`src/rtl/fifo_wr_arbiter.sv`:
```
// fifo_wr_arbiter: round-robin write-port arbiter for the fifo block with a per-owner burst limit
module fifo_wr_arbiter #(
    parameter int N = 4,
    parameter int WIDTH = 8,
    parameter int MAX_BURST = 4
) (
    input  logic               clk,
    input  logic               rst,
    input  logic [N-1:0]       req,
    input  logic [N*WIDTH-1:0] req_data,
    input  logic               fifo_full,
    output logic [N-1:0]       gnt,
    output logic               fifo_wr,
    output logic [WIDTH-1:0]   fifo_data_in
);
    localparam int OW = $clog2(N);
    typedef enum logic {IDLE, BURST} state_t;
    state_t state_q, state_d;
    logic [OW-1:0] owner_q, owner_d, sel, gidx;
    logic [3:0] cnt_q, cnt_d;
    logic keep, any, grant_en;
    always_comb begin
        sel = owner_q;
        for (int k = N; k >= 1; k--) begin
            if (req[(int'(owner_q) + k) % N]) sel = OW'((int'(owner_q) + k) % N);
        end
    end
    // the current owner continues only while it still requests and has burst budget left
    always_comb begin
        keep = (state_q == BURST) && req[owner_q] && (cnt_q < 4'(MAX_BURST));
        any = |req;
        grant_en = !rst && !fifo_full && (keep || any);
        gidx = keep ? owner_q : sel;
        gnt = grant_en ? (N'(1) << gidx) : '0;
        fifo_wr = grant_en;
        fifo_data_in = grant_en ? req_data[int'(gidx)*WIDTH +: WIDTH] : '0;
        state_d = fifo_full ? state_q : (any ? BURST : IDLE);
        owner_d = (fifo_full || keep || !any) ? owner_q : sel;
        cnt_d = fifo_full ? cnt_q : (keep ? cnt_q + 4'd1 : (any ? 4'd1 : cnt_q));
    end
    always_ff @(posedge clk) begin
        if (rst) begin
            state_q <= IDLE;
            owner_q <= OW'(N - 1);
            cnt_q <= '0;
        end else begin
            state_q <= state_d;
            owner_q <= owner_d;
            cnt_q <= cnt_d;
        end
    end
endmodule
```
`config.mk`:
```
export PLATFORM = sky130hd
export DESIGN_NAME = fifo_wr_arbiter
export DESIGN_NICKNAME = d
export VERILOG_FILES = /design/src/rtl/fifo_wr_arbiter.sv
export SDC_FILE = /design/constraint.sdc
export NUM_CORES = 1
export LEC_CHECK = 0
export ABC_AREA = 1
export BUFFER_PORTS_ARGS = -buffer_cell sky130_fd_sc_hd__buf_4
export CAP_MARGIN = 20
export CORE_MARGIN = 3
export CORE_UTILIZATION = 48
export DETAILED_ROUTE_END_ITERATION = 16
export PLACE_DENSITY = 0.85
export SETUP_SLACK_MARGIN = 0.02
export SLEW_MARGIN = 20
export SYNTH_ARGS = -nofsm -noshare
export SYNTH_HDL_FRONTEND = slang
export SYNTH_SLANG_ARGS = --single-unit
```
`constraint.sdc`:
```
create_clock -name clk -period 2.89 [get_ports clk]
set_clock_uncertainty 0.2 [all_clocks]
set_input_delay 0.289 -clock clk [delete_from_list [all_inputs] [get_ports clk]]
set_output_delay 0.289 -clock clk [all_outputs]
set_load 0.02 [all_outputs]
```
======== Word-level counts from Yosys, hierarchy flattened ========
Cells that the tools add are included.
W data, S select, Z words.
operators by class
  $lt $le $gt $ge ......................... 6
  add/subtract/negate cells ............... 5
  mux-type cells .......................... 24
  reductions and logical operators ........ 17
  bitwise operators ....................... 5
  shifts and indexed selects .............. 2
operators by type and width
  cell                   number
  $shiftx A32 B6 Y8      1
  $lt A3 B4 Y1 const B   4
  $mux W4                3
  $bmux W1 S2            5
  $mux W1                10
  $mux W2                5
  $mux W8                1
  $reduce_or A2 Y1       4
  $add A2 B1 Y2 const B  2
  $add A2 B2 Y2 const B  2
  $add A4 B1 Y4 const B  1
  $and A1 B1 Y1 const A  4
  $logic_and A1 B1 Y1    4
  $lt A4 B3 Y1 const B   1
  $reduce_or A4 Y1       1
  $shl A1 B2 Y4 const A  1
  $logic_not A1 Y1       3
  $logic_or A1 B1 Y1     3
  $lt A2 B3 Y1 const B   1
  $reduce_and A2 Y1      1
  $reduce_bool A2 Y1     1
  $not A1 Y1             1
storage, ports and cells
  output and inout bits ................... 13
  word-level logic and storage cells ...... 62
  flip-flop bits (word level) ............. 7
  input port bits ......................... 39

======== Longest topological paths before layout ========
Gate-level depths: netlist of run 1.
  depth in word-level cells ............... 13
  mapped depth ............................ 15
  gate-level depth less buffers ........... 14

======== Least setup slack after synthesis of run 1 ========
No wires, ideal clock.
  path kind ............................... input to output
  start ................................... input port req[3]
  end ..................................... output port gnt[1]
  setup slack ............................. 0.551 ns
  arrival time ............................ 1.850 ns
  path buffers ............................ 1
  required time ........................... 2.401 ns
  cell stages on the path ................. 7
  path through ............................ nor4_1 -> nor2_1 -> inv_1 -> nor2_1 -> inv_1 -> clkbuf_1 -> nor3_1
between the ends
  elaborated cells on any way between the ends .. 26
  classes of those cells .................. 1 x shift; 20 x mux; 5 x reduce/logical
RTL lines
  item                              line  text
  from (decl)                       9     input logic [N-1:0] req,
  $bmux W1 S2                       30    keep = (state_q == BURST) && req[owner_q] && (cnt_q < 4'(MAX_BURST));
  $mux W1 (not written as such)     30
  $logic_and A1 B1 Y1 (2 in a row)  30
  $logic_or A1 B1 Y1 (*)            32    grant_en = !rst && !fifo_full && (keep || any);
  $logic_and A1 B1 Y1 (*)           32
  net fifo_wr                       13    output logic fifo_wr,
  $mux W4 (*)                       34    gnt = grant_en ? (N'(1) << gidx) : '0;
  to (decl)                         12    output logic [N-1:0] gnt,
The timed path passes the listed nets; every way through them passes the cells marked *. The select of a mux whose other input is x is not followed.

======== Worst setup path after layout of run 1 ========
  start ................................... register owner_q[0]
  end ..................................... output port fifo_data_in[4]
between the ends
  word-level cells in the longest chain between the ends .. 11
  elaborated cells on any way between the ends .. 29
  classes of those cells .................. 4 x add/sub; 1 x shift; 20 x mux; 4 x reduce/logical
ends and longest elaborated chain
  item                                        line  text
  from (decl)                                 19    logic [OW-1:0] owner_q, owner_d, sel, gidx;
  from (signal assigned)                      44    owner_q <= OW'(N - 1);
  from (signal assigned)                      48    owner_q <= owner_d;
  $add A2 B1 Y2                               25    if (req[(int'(owner_q) + k) % N]) sel = OW'((int'(owner_q) + k) % N);
  $bmux W1 S2                                 25
  $mux W1 (not written as such) (2 in a row)  25
  $mux W2 (4 in a row)                        25
  $mux W2                                     33    gidx = keep ? owner_q : sel;
  $shiftx A32 B6 Y8                           36    fifo_data_in = grant_en ? req_data[int'(gidx)*WIDTH +: WIDTH] : '0;
  $mux W8 (*)                                 36
  to (decl)                                   14    output logic [WIDTH-1:0] fifo_data_in
Mark *: on every way between the ends. The rest lies on a longest branch, timed or not. The select of a mux whose other input is x is not followed.

==> flow_summary.yaml, run 1 <==
critical_path:
  cpMaxStageDelayCell: "dfxtp_2"
  cp_max_fo: 9
  worst_ep_required_time_ns: 2.40
  end_kind: "output port"
  cp.arrival_ns: 2.28
  critPathBufInv: 3
  r2r_slack_ns: 1.18
  r2r_start: "owner_q[0]$_SDFFE_PP1N_"
  critPathKind: "flip-flop to output port"
  slowest_delay_ns: 0.36
  cp_cell_sequence: "buf_4 -> nand2_1 -> nand3_1 -> nand2_1 -> inv_1 -> nand2_2 -> nand2_2 -> nand2_2 -> nand3_4 -> nand2_4 -> nand2_2 -> nand2_1 -> nand2_1 -> a21oi_2 -> buf_4"
  crit_family: "simple AND/OR/NAND/NOR gates"
  r2r-end: "owner_q[0]$_SDFFE_PP1N_"
  start_kind: "flip-flop"
  reg2regPathDepth: 10
routing:
  viasPerCell: 5.567
  finalWirelength_mm: 3.353
  drt-initial-drc-count: 53
  first_pass_iters: 5
  wl_per_cell_um: 13.31
  drtAntennaViolNets: 0
  drc_errors: 0
  route.vias.total: 1403
power:
  seqPwrFrac_pct: 14.8
  power_density_mw_per_mm2: 541.4
  power_switching_w: 0.0004098
  switching_share_pct: 52.88
  leakagePower_nw: 0.7813
  fin_total_pwr_w: 0.0007750
  internal_power_w: 0.0003652
  clkPwrFrac_pct: 11.3
  p_comb_share_pct: 73.9
  ir_worst_vdd_v: 0.0003849
global_route:
  top_usage_layer: "met2"
  use_met1_pct: 26.49
  use_met2_pct: 43.04
  gr-usage-met3_pct: 2.967
  grt_pass1_wl_mm: 4.705
  grt_max_degree: 18
  overflow: 0
  antenna_found_initial: 0
  grt_pass1_vias: 1172
  grt_usage_pct: 23.31
sta:
  post-route-period-util_pct: 95.72
  grt_setup_unrepaired: "no"
  tns_ns: 0
  worstMarginPinSlew_ns: 0.5010
  min_period_ns: 2.766
  slew_viol_final: 0
  whs_ns: 0.05877
  max_freq_ghz: 0.3615
  setup_viol: 0
  hold_viol: 0
  relSlewSlack_pct: 66.57
logic_synthesis:
  synth_area_sq_um: 952.2
  synth-seq-area-share_pct: 14.72
  netlist.top_cell.by_area: "nand2_1"
  synth_area_per_cell_sq_um: 5.472
  synthTopCellsByArea: "nand2_1 (28%), nand3_1 (16%), dfxtp_1 (15%)"
  yosys_warnings: 0
  netlist.area_leader.share_pct: 27.60
  synth.most_common_cell: "nand2_1"
  syn_inst: 174
  ys_async_sr_fraction_pct: 0
  synth_seq_cells: 7
  synth_nets: 214
  ys_types: 21
  synth_edf_count: 0
  netlist_top_cells_count: "nand2_1 (70), nand3_1 (30), nand2_2 (12)"
  synth-main-ff-cell: "dfxtp_1"
cells_and_area:
  stdcell_area_sq_mm: 0.001431
  area.growth.synth_to_final_pct: 50.33
  post-route-util_pct: 79.44
  fin_nets: 268
  diodes: 0
  drive_gt1_share_pct: 39.65
clock_tree:
  cts.sinks: 7
  clock_path_buffers: 2
  cts_buffers: 3
  cts_tree: "yes"
  root_buffer: "clkbuf_4"
  cts_htree_levels: 1
  clkTransAtPathRegs_ns: 0.05
  cts_hold_buf: 0
  clkLatencyLatePin_ns: 0.25
floorplanning:
  core-area_sq_mm: 0.001802
  core.rowCount: 15
  fp.dieH_um: 50.54
  ios: 52
  dieArea_sq_mm: 0.002554
  die_x_um: 50.54
  initial_core_util_pct: 52.85
placed_design:
  place_congestion: 0.8586
  dp_hpwl_mm: 2.452
  placed_area_sq_mm: 0.001334
  io_buffers: 51
min_path:
  whs_endpoint: "cnt_q[1]$_SDFFE_PP0P_"
  min_path_cells: 2
  hp-class: "primary input to flip-flop"
  hp-start: "rst"
run:
  cap_violations: 0
run_status:
  outcome: "finished clean"
## cells in the final DEF, fill, tap and decap left out, drive strengths merged
cell type / instances
o21ai: 5
clkbuf: 4
nand3: 35
nor2: 5
buf: 53
nand2: 83
inv: 14
nor4: 1
nor3: 5
dfxtp: 7
ha: 1
a21oi: 13
a211oi: 1
## power by group through the flow
stage / sequential (W) / combinational [W] / clock, W
global placement: 0.000113 / 0.000480 / 0
finish: 0.000115 / 0.000573 / 0.0000876
floorplan: 0.000111 / 0.000377 / 0
detailed placement: 0.000114 / 0.000498 / 0
global route: 0.000116 / 0.000622 / 0.0000956
CTS: 0.000112 / 0.000503 / 0.0000908
## registers in the layout, summed over array words and instances, names as in the netlist
signal,cells
state_q,1
cnt_q,4
owner_q,2
## through the flow
step,instances,worst slack (ns)
2_1_floorplan,174,0.5508
3_3_place_gp,245,0.3982
3_5_place_dp,245,0.2807
4_1_cts,249,0.05597
5_1_grt,252,0.007915
6_report,252,0.1237
## how the worst max path moves through the flow
| stage | from | end | slack [ns] | depth (start not counted) |
|---|---|---|---|---|
| 2_1_floorplan | req[3] | gnt[1] | 0.55 | 7 |
| 3_3_place_gp | owner_q[0]$_SDFFE_PP1N_ | fifo_data_in[4] | 0.40 | 13 |
| 3_5_place_dp | owner_q[0]$_SDFFE_PP1N_ | fifo_data_in[1] | 0.28 | 13 |
| 4_1_cts | owner_q[0]$_SDFFE_PP1N_ | fifo_data_in[0] | 0.06 | 13 |
| 5_1_grt | owner_q[0]$_SDFFE_PP1N_ | fifo_data_in[4] | 0.008 | 15 |
| 6_report | owner_q[0]$_SDFFE_PP1N_ | fifo_data_in[4] | 0.12 | 15 |
## kinds of logic after synthesis
kind of cell | synth area share, %
flip-flops | 14.72
adder cells (fa/ha/maj) | 1.314
buffers and inverters | 10.51
AND/OR/NAND/NOR | 60.45
AO/OA/AOI/OAI | 13.01
## repair_timing
| item | CTS | global route |
|---|---|---|
| endpoints found under the hold margin | 0 | 0 |
| pin swaps | 0 | 2 |
| gates resized for setup | 1 | 9 |
| endpoints found under the setup margin | 3 | 12 |
| cloned | 0 | 3 |
| buffers inserted | 0 | 0 |
## routing by layer
layer,routed length (um),part of all wire (%)
met5,0,0
met1,1264,38
met4,76,2.3
met2,1770,53
met3,242,7.2
## final cells by class
cell class,count,area (sq um)
Timing Repair Buffer,53,397.9
Tap cell,25,31.28
Fill cell,144,370.4
Multi-Input combinational cell,149,780.7
Clock buffer,4,26.28
Sequential cell,7,142.6
Inverter,14,52.55
(Power assumes the default switching activity.)
==> inputs of run 2 (changes only) <==
Settings changed: PLACE_DENSITY 0.85 to default, PLACE_DENSITY_LB_ADDON from default to 0.05, SKIP_LAST_GASP from default to 1.
==> flow_summary.yaml, run 2 (synthesis gave the netlist of run 1 again) <==
run_status:
  outcome: "finished clean"
routing:
  wl_per_cell_um: 12.07
  first_pass_iters: 4
  viasPerCell: 5.310
  drt-initial-drc-count: 34
  drtAntennaViolNets: 0
  route.vias.total: 1338
  finalWirelength_mm: 3.042
  drc_errors: 0
sta:
  hold_viol: 0
  relSlewSlack_pct: 69.28
  setup_viol: 0
  slew_viol_final: 0
  min_period_ns: 2.694
  tns_ns: 0
  max_freq_ghz: 0.3712
  grt_setup_unrepaired: "no"
  worstMarginPinSlew_ns: 0.4604
  post-route-period-util_pct: 93.22
cells_and_area:
  drive_gt1_share_pct: 39.21
  largest_registers: "cnt_q (4), owner_q (2), state_q (1)"
  top_register: "cnt_q"
  fin_nets: 268
  final_cell_mix: "nand2_1 (70), buf_4 (53), nand3_1 (29)"
  largest_register_ffs: 4
  stdcell_area_sq_mm: 0.001433
  diodes: 0
  area.growth.synth_to_final_pct: 50.46
  final_common_cell: "nand2_1"
clock_tree:
  clkLatencyLatePin_ns: 0.26
  clock_path_buffers: 2
  root_buffer: "clkbuf_4"
  cts_tree: "yes"
  cts_hold_buf: 0
  cts_htree_levels: 1
  clkTransAtPathRegs_ns: 0.06
  cts.sinks: 7
  cts_buffers: 3
floorplanning:
  fp.dieH_um: 50.54
  dieArea_sq_mm: 0.002554
  ios: 52
  die_x_um: 50.54
  core-area_sq_mm: 0.001802
  initial_core_util_pct: 52.85
  core.rowCount: 15
power:
  fin_total_pwr_w: 0.0007834
  ir_worst_vdd_v: 0.0004216
  leakagePower_nw: 0.7865
  power_density_mw_per_mm2: 546.9
min_path:
  min_path_cells: 2
  hp-class: "primary input to flip-flop"
critical_path:
  critPathBufInv: 4
  crit_top_cell: "nand2_1"
  cp_max_fo: 16
  start_kind: "flip-flop"
  slowest_delay_ns: 0.40
  cp_cell_sequence: "buf_4 -> nand2_1 -> nand2_1 -> nand2_1 -> nand3_2 -> inv_1 -> nand2_2 -> buf_6 -> nand3_1 -> nand2_1 -> nand2_1 -> a21oi_2 -> buf_4"
  end_kind: "output port"
  cpMaxStageDelayCell: "dfxtp_2"
  critical_path_depth: 13
  crit_family: "simple AND/OR/NAND/NOR gates"
  critPathKind: "flip-flop to output port"
  worst_ep_required_time_ns: 2.40
  reg2regPathDepth: 8
  cp.arrival_ns: 2.21
placed_design:
  place_congestion: 0.8488
  io_buffers: 51
  dp_hpwl_mm: 2.350
  placed_area_sq_mm: 0.001341
global_route:
  overflow: 0
  grt_pass1_wl_mm: 4.671
  antenna_found_initial: 0
  grt_pass1_vias: 1142
  grt_max_degree: 18
  grt_usage_pct: 23.46
run:
  cap_violations: 0
==> run 2: cell types whose count changed in the layout (fill, tap and decap cells not counted), sizes merged <==
cell / previous run / this run
nand2: 83 / 82
buf: 53 / 56
nand3: 35 / 33
==> run 2: where the power goes <==
group / leakage (nW) / switching [W] / internal (W)
Combinational: 0.715 / 0.000346 / 0.000233
Sequential: 0.0570 / 0.0000100 / 0.000104
Clock: 0.0150 / 0.0000379 / 0.0000528
Total: 0.786 / 0.000394 / 0.000390
==> run 2: path summary, 6_finish.rpt <==
check	start	end	slack (ns)
min	rst	cnt_q[2]$_SDFFE_PP0P_	0.06
max reg2reg	owner_q[0]$_SDFFE_PP1N_	cnt_q[1]$_SDFFE_PP0P_	1.19
max	owner_q[0]$_SDFFE_PP1N_	fifo_data_in[4]	0.20
min reg2reg	cnt_q[3]$_SDFFE_PP0P_	cnt_q[3]$_SDFFE_PP0P_	0.25
==> run 2: layer usage <==
layer	up-vias	track usage (%)	part of all wire, %
met5	-	0	0
met4	0	8.072	1.4
met3	9	5.341	6.7
met2	58	41.30	49
met1	596	27.60	43
li1	675	-	-
==> run 2: what timing repair did <==
item,4_1_cts,5_1_grt
setup endpoints to repair,6,12
buffers inserted,0,2
resized for setup,1,6
cloned,0,0
==> run 2: layout make-up <==
type | count | area, sq um
inverter | 14 | 52.55
sequential | 7 | 142.6
clock buffer | 4 | 26.28
tap | 25 | 31.28
fill | 147 | 369.1
multi-input combinational | 146 | 730.7
timing repair buffer | 56 | 449.2
==> run 2: metrics by stage <==
stage / hold slack (ns) / cells / util (%) / worst slack (ns)
floorplan: 0.2237 / 174 / - / 0.5508
global placement: 0.2318 / 246 / 74.44 / 0.3792
detailed placement: 0.2440 / 246 / 74.44 / 0.2785
CTS: 0.04887 / 250 / 76.18 / 0.06798
global route: 0.05403 / 252 / 79.51 / 0.01248
finish: 0.06030 / 252 / 79.51 / 0.1959
==> run 2: worst register-to-register path: cells and delay by family (launching register included) <==
family / cells / cell delay (ns)
flops: 1 / 0.36
compound gates: 1 / 0.15
buf+inv: 1 / 0.17
simple gates: 6 / 0.75
